===== src/rtl/contador_asc_lim.sv =====
// Programmable-limit ascending counter: counts 0..lim_q, flags terminal count, pulses wrap.
// Optional sticky overflow flag enabled by defining CONTADOR_ASC_OVF_STICKY_EN.
module contador_asc_lim #(
  parameter int WIDTH   = 2,
  parameter int LIM_RST = 2
) (
  input  logic             clk,
  input  logic             reset,
  input  logic             en,
  input  logic             clr,
  input  logic [WIDTH-1:0] lim_in,
  input  logic             lim_valid,
  output logic             lim_ready,
  output logic [WIDTH-1:0] count,
  output logic [WIDTH-1:0] lim_q,
  output logic             tc,
  output logic             wrap,
  input  logic             ovf_clr,
  output logic             ovf
);

  logic [WIDTH-1:0] count_r, count_nxt_s;
  logic [WIDTH-1:0] lim_r, lim_nxt_s;
  logic [WIDTH-1:0] pend_r, pend_nxt_s;
  logic             ready_r, ready_nxt_s;
  logic             wrap_r;
  logic             tc_s, wrap_ev_s, apply_s, xfer_s;

  assign tc_s      = (count_r == lim_r);
  assign wrap_ev_s = !clr && en && tc_s;
  // A held pending limit only lands on a wrap or clear edge, i.e. when count returns to 0.
  assign apply_s   = (clr || wrap_ev_s) && !ready_r;
  assign xfer_s    = lim_valid && ready_r;

  // Next-state for count, limit and the pending handshake register.
  always_comb begin
    count_nxt_s = count_r;
    lim_nxt_s   = lim_r;
    pend_nxt_s  = pend_r;
    ready_nxt_s = ready_r;
    if (clr) begin
      count_nxt_s = {WIDTH{1'b0}};
    end else if (en) begin
      if (tc_s) begin
        count_nxt_s = {WIDTH{1'b0}};
      end else begin
        count_nxt_s = count_r + WIDTH'(1'b1);
      end
    end else begin
      count_nxt_s = count_r;
    end
    if (apply_s) begin
      lim_nxt_s   = pend_r;
      ready_nxt_s = 1'b1;
    end else if (xfer_s) begin
      pend_nxt_s  = lim_in;
      ready_nxt_s = 1'b0;
    end else begin
      ready_nxt_s = ready_r;
    end
  end

  // State registers.
  always_ff @(posedge clk or posedge reset) begin
    if (reset) begin
      count_r <= {WIDTH{1'b0}};
      lim_r   <= WIDTH'(LIM_RST);
      pend_r  <= {WIDTH{1'b0}};
      ready_r <= 1'b1;
      wrap_r  <= 1'b0;
    end else begin
      count_r <= count_nxt_s;
      lim_r   <= lim_nxt_s;
      pend_r  <= pend_nxt_s;
      ready_r <= ready_nxt_s;
      wrap_r  <= wrap_ev_s;
    end
  end

`ifdef CONTADOR_ASC_OVF_STICKY_EN
  logic ovf_r;

  // Sticky overflow: a wrap sets it and wins over a same-edge clear.
  always_ff @(posedge clk or posedge reset) begin
    if (reset) begin
      ovf_r <= 1'b0;
    end else if (wrap_ev_s) begin
      ovf_r <= 1'b1;
    end else if (ovf_clr) begin
      ovf_r <= 1'b0;
    end else begin
      ovf_r <= ovf_r;
    end
  end

  assign ovf = ovf_r;
`else
  logic unused_ovf_clr_s;
  assign unused_ovf_clr_s = ovf_clr;
  assign ovf              = 1'b0;
`endif

  assign count     = count_r;
  assign lim_q     = lim_r;
  assign lim_ready = ready_r;
  assign wrap      = wrap_r;
  assign tc        = tc_s;

endmodule


===== config.mk =====
export PLATFORM = sky130hd
export DESIGN_NAME = contador_asc_lim
export DESIGN_NICKNAME = d
export VERILOG_FILES = /design/src/rtl/contador_asc_lim.sv
export SDC_FILE = /design/constraint.sdc
export NUM_CORES = 1
export LEC_CHECK = 0
export CORE_AREA = 10 10 47 49
export CTS_CLUSTER_DIAMETER = 40
export DETAILED_ROUTE_END_ITERATION = 10
export DIE_AREA = 0 0 57 59
export DONT_BUFFER_PORTS = 1
export SLEW_MARGIN = 5
export SYNTH_ARGS = -nofsm -noshare
export SYNTH_HDL_FRONTEND = slang
export SYNTH_SLANG_ARGS = --single-unit

===== constraint.sdc =====
create_clock -name clk -period 1.3 [get_ports clk]
set_input_delay 0.13 -clock clk [delete_from_list [all_inputs] [get_ports clk]]
set_output_delay 0.13 -clock clk [all_outputs]
set_load 0.02 [all_outputs]

==> impl_results.md <==
- Area Overhead vs Synth: 41.1%
- Hold Startpoint: en
- Leakage: 0.278 nW
- Sequential share of power: 30.3%
- Worst Path Arrival: 1.24 ns
- Power per cell area: 2460 nW/um^2
- Crit-path slowest cell: dfstp_2
- DR pass1 iterations: 3
- Syn avg cell area: 9.66 um^2
- Most common cell after layout, fill and taps aside: buf_4
- Seq cells post-synth: 8
- Start of the worst register-to-register path: count[0]
- Share of cells above drive strength 1: 36.1%
- Via count: 406
- Primary FF master, synth: dfrtp_1
- N_diodes: 0
- Worst setup margin: -0.0672 ns
- Starting density of the core: 31.7%
- Crit path from: lim_q[1]
- EDFF count, synth: 0
- GRT Total Usage: 7.18%
- Initial antenna violation count: 0
- Status: finished, violations left
- Cell breakdown of the critical path: xnor2_4 -> and2_4 -> buf_12
- CTS sink cnt: 8
- Global route overflow: 0
- Ys Warns: 0
- DRC: 0
- Maxcap violations: 0
- Core ar.: 1400 um^2
- Routed WL: 1160 um
- Crit path kind: flip-flop to output port
- Worst EP required: 1.17 ns
- Maximum buffer depth of the clock tree: 2
- Detail Route Antenna Nets: 0
- Vias/cell: 5.27
- Number of cell rows: 14
- Root Buffer: clkbuf_4
- TritonCTS clock tree: yes
- Sw Ratio: 38.2%
- Sequential share of the synthesized area: 45.6%
- Commonest non-fill, non-tap cells in the layout: buf_4 (10), dfrtp_1 (6), nor2_1 (5)
- Worst VDD drop: 1.09 mV
- DR iter-0 viols: 5
- Vias in the first global route: 377
- Top Family by Delay on Critical Path: flip-flops
- Total I/O pin count: 16
- Avg WL per Cell: 15.0 um
- Clk Latency, worst-skew pair: 0.25 ns
- Power consumption: 0.00155 W
- Unrepaired setup endpoints after global routing: true
- Kind of end point of the critical path: output port
- Hold/Removal Path Class: input pin to flip-flop
- Placement Setup Slack: 0.0882 ns
- Final Util: 44.7%
- Delay of the slowest cell on the worst path: 0.57 ns
- Full die area: 3360 um^2
- Failing checks: negative setup slack
- P_sw: 0.000590 W
- Mapped cell area: 444 um^2
- Sum of negative setup slack: -0.0672 ns
- Synth async-reset ratio: 100%
- Syn nets: 54
- Die width: 57 um
- Hold Fails Final Rpt: 0
- H-tree lvl count: 1
- Worst Path Max Fanout: 2
- Final setup violation count: 1
- GP Congestion: 0.808
- Crit path time final: 1.37 ns
- Die Ht: 59 um
- WP buf/inv: 1
- Distinct cell type count after synthesis: 27
- Fin. max-slew vios: 0
- Period utilization: 105%
- Clock power share: 12.5%
- Largest net degree at the start of global routing: 9
- First-pass GRT wire length: 1870 um
- Combinational share of power: 57.2%
- Port Buffers: 0
- CP Launch Type: flip-flop
- CTS buffer count: 3
- Fmax: 731 MHz
- Final Skew: 0.000457 ns
- Syn Inst Count: 46
- Internal power: 0.000955 W
- Nets: 71
- Worst-path clk slew: 0.06 ns
## metrics by stage
stage               cell area [um^2]  std cells  hold WS, ns
finish                           627         77       0.0219
global route                     627         77       0.0200
CTS                              619         76       0.0176
detailed placement               532         69      -0.0126
global placement                 532         69      -0.0167
floorplan                        444         46      -0.0558
## timing repair
item / in CTS / in global routing
setup buffers: 1 / 1
gates resized for setup: 4 / 0
endpoints found under the setup margin: 1 / 2
pin swaps: 2 / 2
hold endpoints to repair: 11 / 0
hold buffers: 3 / 0
## worst register-to-register path: cells and delay by family (launching register included)
kind	cells	cell delay [ns]
flip-flops	1	0.41
AO/OA/AOI/OAI	1	0.11
buffers and inverters	1	0.19
AND/OR/NAND/NOR	2	0.42
## cell families (layout without fill, tap and decap cells)
| family | count (synthesis) | after routing | share of synthesized area (%) |
|---|---|---|---|
| xor gates and xnor gates | 2 | 2 | 3.94 |
| buffers and inverters | 5 | 20 | 5.35 |
| AOI/OAI and AO/OA | 10 | 10 | 16.3 |
| DFF | 8 | 8 | 45.6 |
| muxes | 2 | 2 | 5.07 |
| and+or+nand+nor | 18 | 18 | 22.8 |
| other | 1 | 1 | 0.844 |
## synthesized netlist by cell type (2+ instances only)
cell | count | area share [%]
mux2_2 | 2 | 5.1
dfrtp_1 | 6 | 34
dfstp_2 | 2 | 12
nor3b_1 | 2 | 3.4
nand2_1 | 2 | 1.7
a311oi_1 | 2 | 3.9
nor2_1 | 5 | 4.2
inv_1 | 3 | 2.5
a21oi_1 | 2 | 2.3
xnor2_1 | 2 | 3.9
nand2b_1 | 2 | 2.8
## layout make-up
| class | count | area [um^2] |
|---|---|---|
| fill | 135 | 774 |
| multi-input combinational | 33 | 245 |
| sequential | 8 | 203 |
| timing repair buffer | 14 | 125 |
| clock buffer | 3 | 22.5 |
| tap | 16 | 20.0 |
| inverter | 3 | 11.3 |
## metal layers
layer | share of wire (%) | track usage (%) | routed length (um) | up-vias
met3 | 13 | 4.72 | 155 | 4
met4 | 2.3 | 5.03 | 27 | 0
met1 | 38 | 7.26 | 439 | 192
met5 | 0 | 0 | 0 | -
li1 | - | - | - | 195
met2 | 46 | 10.5 | 533 | 15
## worst paths after layout
check	to	slack [ns]	cells past startpoint
setup / recovery	tc	-0.07	3
hold / removal	count[0]	0.02	2
setup reg to reg	lim_q[0]	0.09	4
hold reg to reg	pend_r[0]	0.54	1
max in group asynchronous	lim_q[1]	0.76	2
min in group asynchronous	count[0]	0.26	2
## power groups by stage
stage | clock, W | sequential [W] | combinational (W)
finish | 0.000193 | 0.000468 | 0.000884
global route | 0.000210 | 0.000486 | 0.000937
CTS | 0.000197 | 0.000467 | 0.000851
detailed placement | 0 | 0.000444 | 0.000748
global placement | 0 | 0.000443 | 0.000739
floorplan | 0 | 0.000533 | 0.000328
## state kept, by name (all words and copies together), names as in the netlist
| signal | flops |
|---|---|
| lim_ready | 1 |
| wrap | 1 |
| count | 2 |
| lim_q | 2 |
| pend_r | 2 |
No activity file was read; power rests on OpenSTA's default activity.
==> patch 1: new RTL, same flow settings <==
Set the parameter `WIDTH` to 4 (it was 2).
--- a/src/rtl/contador_asc_lim.sv
+++ b/src/rtl/contador_asc_lim.sv
@@ -2,5 +2,5 @@
 // Optional sticky overflow flag enabled by defining CONTADOR_ASC_OVF_STICKY_EN.
 module contador_asc_lim #(
-  parameter int WIDTH   = 2,
+  parameter int WIDTH   = 4,
   parameter int LIM_RST = 2
 ) (
Interface: changed (resized count, lim_in and lim_q); port bits go from 16 to 22. No check against the original RTL was run, so the function may have changed too.
==> patch 1 against the original RTL <==
  * The run still ends with setup timing left
  * Sequential cell count grew 6
  * Count of clock-buffer cells in the layout increased by 1
  * Setup slack worse by 0.13 ns
  * Hold slack worse by 0.012 ns
  * Register-to-register slack got worse by 0.27 ns
  * Routed wire length is 48% higher
  * Synthesized area grew 57%
  * Critical path type unchanged
  * Power shrank 4.3%
  * Cell area is 52% higher
==> patch 1: results (changes against the original RTL) <==
** Outcome
- Outcome :: complete, but fails checks
- The final reports fail on setup timing.

** Logic synthesis
- Fraction of synthesized area in multiplexers :: 7.91% (+2.8 points)
- The share of synthesized cell area in full adder, half adder and majority cells was 1.80% (+1.8 points).
- Cell with the most instances after synthesis :: dfrtp_1
- The synthesized net count came to 76 (+41%).
- The count of warnings emitted by yosys came to 0 (unchanged).
- Number of library cell types mapped by synthesis :: 25 (-7.4%)
- Share of synthesized registers carrying an async set or reset :: 100% (unchanged)
- The sequential element share of the synthesized area was 50.7% (+5.1 points).
- The xor and xnor area share after synthesis came to 5.04% (+1.1 points).
- Yosys attributes the largest share of cell area to dfrtp_1, dfstp_2, mux2_2.
- Synth Area in Compound Gates :: 12.6% (-3.7 points)

** Critical path
- The most critical setup path has its startpoint at lim_q[1].
- R2R depth :: 5 (+1)
- Worst setup path end :: tc
- The minimum setup slack among reg-to-reg paths came to -0.18 ns (-0.27 ns).
- The endpoint identified for the worst register-to-register timing path is lim_q[2].
- The maximum fanout along the worst path came to 2 (unchanged).
- In this run the critical register-to-register path is launched from lim_q[1].
- Data arrival time of the worst path :: 1.37 ns (+0.13 ns)

** Clock tree
- Longest Clk Path Bufs :: 2 (unchanged)
- The clock edge transition at the registers on the reported setup and hold paths was 0.08 ns (+0.02 ns).
- Num CTS Buffers :: 3 (unchanged)
- The clock latency on the worst-skew pair came to 0.29 ns (+0.04 ns).
- Root buffer selected by CTS :: clkbuf_4
- The number of levels the H-tree was split into came to 1 (unchanged).

** Detailed routing
- Drt initial violations :: 16 (+11)
- DRT Wirelength :: 1.71 mm (+48%)
- The per-cell via count in the routed design came to 5.62 (+6.7%).
- The number of detailed-routing iterations run before antenna repair is 4 (+1).

** Pwr
- Leakage power summed over all cells :: 0.415 nW (+49%)
- Highest ir drop seen on vdd :: 0.971 mV (-11%)
- The power per standard cell area came to 1550 nW/um2 (-37%).
- Net Sw Frac :: 32.5% (-5.7 points)

** GRT
- Maximum number of pins on one net before global-route repair :: 15 (+6)
- The overall global routing resource usage was 10.2% (+3.1 points).
- The number of antenna violations at the first check in global routing came to 0 (unchanged).
- The number of global-route vias before repair came to 593 (+57%).
- Global-route wire length before repair :: 2.75 mm (+47%)

** Layout
- The fraction of layout cells with a size suffix above 1 is 37.6% (+1.6 points).
- Number of antenna cells inserted :: 0 (unchanged)
- The post-layout net count was 97 (+37%).
- The number of fill cells was 112 (-17%).

** Placement
- Detailed-placement wirelength estimate :: 1.17 mm
- The placer's final routability congestion estimate was 0.806 (-0.28%).
- Count of buffers from port buffering :: 0 (unchanged)

** Timing
- The setup clock skew after layout is 0.00969 ns (+0.00924 ns).
- Crit path setup slack, layout :: -0.199 ns (-0.132 ns)
- Measured against its own limit, the worst slew margin works out to 64.8%.
- Final setup violation count :: 9 (+8)

** Worst hold path
- Start point of the worst hold path :: en
- Hold crit path type :: input port to register
[patch 1: cell types whose count changed after synthesis, moves of 2 or more]
cell      before  now
mux2_2         2    4
clkbuf_1       0    2
xnor2_1        2    4
nand3_1        1    3
and3_1         0    4
dfrtp_1        6   12
nor3b_1        2    0
a311oi_1       2    0
a21oi_1        2    4
a221o_1        0    4
[patch 1: area by class of cell]
cell class              instances  area (um2)  share of cell area, %
multi-input cells              44         354                   37.2
flip-flops and latches         14         353                   37.1
inverters                       3        13.8                   1.45
repair buffers                 20         175                   18.4
well taps                      16        20.0                   2.10
clock buffers                   4        36.3                   3.81
[patch 1: power groups by stage]
stage	combinational, mW	sequential, mW	clock (mW)
after CTS	0.544	0.613	0.324
final	0.543	0.616	0.321
after floorplan	0.244	0.717	0
after global routing	0.581	0.633	0.338
after global placement	0.489	0.620	0
after detailed placement	0.494	0.622	0
[patch 1: repair_timing]
action | in CTS | in global routing
resized for setup | 7 | 3
buffers inserted | 2 | 0
hold buffers | 7 | 0
endpoints found under the setup margin | 11 | 10
endpoints found under the hold margin | 22 | 0
pin swaps | 4 | 1
[patch 1: per-layer routing]
layer / vias to the layer above / share of wire [%] / global-route usage, %
li1: 268 / - / -
met1: 280 / 39 / 10.4
met2: 15 / 51 / 17.4
met3: 5 / 7.7 / 4.08
met4: 0 / 2.3 / 6.04
met5: - / 0 / 0
[patch 1: worst max-delay path, stage by stage (launching register included)]
cell     delay, ns
dfstp_2       0.54
xnor2_1       0.11
nand4_1       0.13
buf_6         0.16
inv_4         0.04
buf_6         0.10
[patch 1: kinds of logic after synthesis]
group | count (synthesis)
simple gates | 21
flops | 14
compound gates | 12
buf+inv | 7
mux | 5
xor+xnor | 4
fa+ha+maj | 1
other cells | 1
[patch 1: how the worst min path moves through the flow]
stage	to	slack, ns	cells past startpoint
after floorplan	count[0]	0.02	1
after global placement	wrap	0.09	1
after detailed placement	wrap	0.09	1
after CTS	count[1]	0.002	2
after global routing	count[1]	0.01	2
final	count[1]	0.01	2
[patch 1: metrics by stage]
stage               util, %  TNS, ns  worst slack, ns  instances  area (um2)
global placement       56.2    -1.13           -0.152         88         787
detailed placement     56.2    -1.57           -0.189         88         787
finish                 67.9    -1.16           -0.199        101         952
global route           67.9    -1.79           -0.266        101         952
CTS                    66.6    -1.25           -0.215        101         933
floorplan                 -    -1.16           -0.224         65         711
==> patch 2: new RTL, same flow settings <==
Made on the original files. Register the output `count` once more; this adds one clock of latency there. The other outputs are not delayed to match.
--- a/src/rtl/contador_asc_lim.sv
+++ b/src/rtl/contador_asc_lim.sv
@@ -101,5 +101,7 @@
 `endif
 
-  assign count     = count_r;
+  always_ff @(posedge clk) begin
+    count <= count_r;
+  end
   assign lim_q     = lim_r;
   assign lim_ready = ready_r;
Behaviour: not the same (a bounded check fails within 4 cycles, from zero or initial values and one cycle with reset high).
==> patch 2 against the original RTL <==
  * The flow still finishes with violations (setup timing)
  * Synthesized cell count rose by 6.5%
  * Synthesized area rose by 9.9%
  * Cell area rose by 9.8%
  * Sequential cell count rose by 2
  * Via count rose by 5.4%
  * Sequential share of layout area rose by 2.9 points
  * Routed wire length rose by 7.6%
  * Final cell count rose by 3.9%
  * Critical path depth did not move
  * Die area did not move
  * Clock power rose by 46%
  * Power rose by 15%
  * Setup slack got worse by 0.021 ns
  * Hold slack got worse by 0.012 ns
==> patch 2: results (changes against the original RTL) <==
** Outcome
- Outcome :: complete, but fails checks
- Violations in the final reports :: setup timing

** Detailed routing
- Detailed-route wire length per cell :: 15.5 um (+3.6%)
- Vias per std cell :: 5.35 (+1.5%)
- The number of detailed-routing iterations run before antenna repair is 4 (+1).
- Drt initial violations :: 15 (+10)

** Layout
- Number of fillers in the final layout :: 142 (+5.2%)
- The number of sequential cells in the layout was 10 (+2).
- Share of final-layout standard cells stronger than drive strength 1 :: 37.5% (+1.4 points)
- The sequential share of cell area is 35.3% (+2.9 points).
- The total number of multi-input combinational cells was 32 (-3.0%).
- The clock network area share was 5.27% (+1.7 points).
- The number of clock buffers in the layout was 4 (+1).

** Logic synthesis
- The share of flip-flops with an asynchronous set or reset after synthesis is 80.0% (-20 points).
- The synthesized net count is 57 (+5.6%).

** Timing
- The setup clock skew after layout came to 0.00150 ns (+0.00104 ns).
- The number of setup violations in the final report came to 2 (+1).
- Total Neg Setup Slack :: -0.139 ns (-0.0719 ns)
- The setup slack after layout came to -0.0879 ns (-0.0207 ns).

** Placement
- The placer's final routability congestion estimate was 0.796 (-1.5%).
- The worst setup timing slack at the placement stage was 0.0249 ns (-0.0633 ns).
- The total placed instance area came to 561 um2 (+5.4%).

** GRT
- Global-route wire length before repair :: 2.11 mm (+13%)
- Overall Global Routing Usage :: 7.88% (+0.70 points)

** Pwr
- Internal power :: 1.12 mW (+17%)
- Leakage power summed over all cells :: 0.313 nW (+13%)

** Critical path
- The data arrival time at the worst-slack endpoint is 1.26 ns (+0.02 ns).
## patch 2: kinds of logic after synthesis
kind of cell | count (synthesis) | share of synthesized area [%]
muxes | 2 | 4.62
and+or+nand+nor | 16 | 17.7
buffers and inverters | 7 | 7.18
xor gates and xnor gates | 2 | 3.59
DFF | 10 | 49.7
AOI/OAI and AO/OA | 11 | 16.4
other | 1 | 0.768
## patch 2: power groups by stage
stage	Clock (mW)	Sequential (mW)	Combinational, mW
after floorplan	0	0.599	0.365
after global placement	0	0.549	0.715
after detailed placement	0	0.550	0.738
after CTS	0.289	0.561	0.923
after global routing	0.303	0.587	0.995
final	0.281	0.564	0.924
## patch 2: timing repair
item	in CTS	in global routing
setup buffers	3	0
hold buffers	3	0
endpoints found under the setup margin	2	5
pin swaps	3	2
resized for setup	5	1
hold endpoints to repair	11	0
## patch 2: per-stage QoR
stage	instances	utilization, %
6_report	80	49.1
5_1_grt	80	49.1
4_1_cts	80	48.7
3_5_place_dp	70	40.0
3_3_place_gp	70	40.0
2_1_floorplan	49	-
## patch 2: final timing paths
kind / startpoint / end / slack, ns / depth (start not counted)
min in group asynchronous: reset / lim_q[0] / 0.26 / 2
max in group asynchronous: reset / lim_q[1] / 0.76 / 2
setup reg to reg: lim_q[1] / count_r[1] / 0.03 / 5
hold reg to reg: pend_r[1] / pend_r[1] / 0.54 / 1
hold / removal: lim_in[0] / pend_r[0] / 0.01 / 1
setup / recovery: lim_q[1] / tc / -0.09 / 3
## patch 2: routing by layer
layer	wire length (um)	GRT usage [%]	vias up
met4	21	3.36	0
met3	121	5.15	3
met5	0	0	-
met1	431	6.79	204
li1	-	-	200
met2	668	14.1	21
## patch 2: worst max-delay path, stage by stage (launching register included)
cell and delay [ns]:
dfstp_2 0.58, xnor2_4 0.13, and2_4 0.18, buf_12 0.10
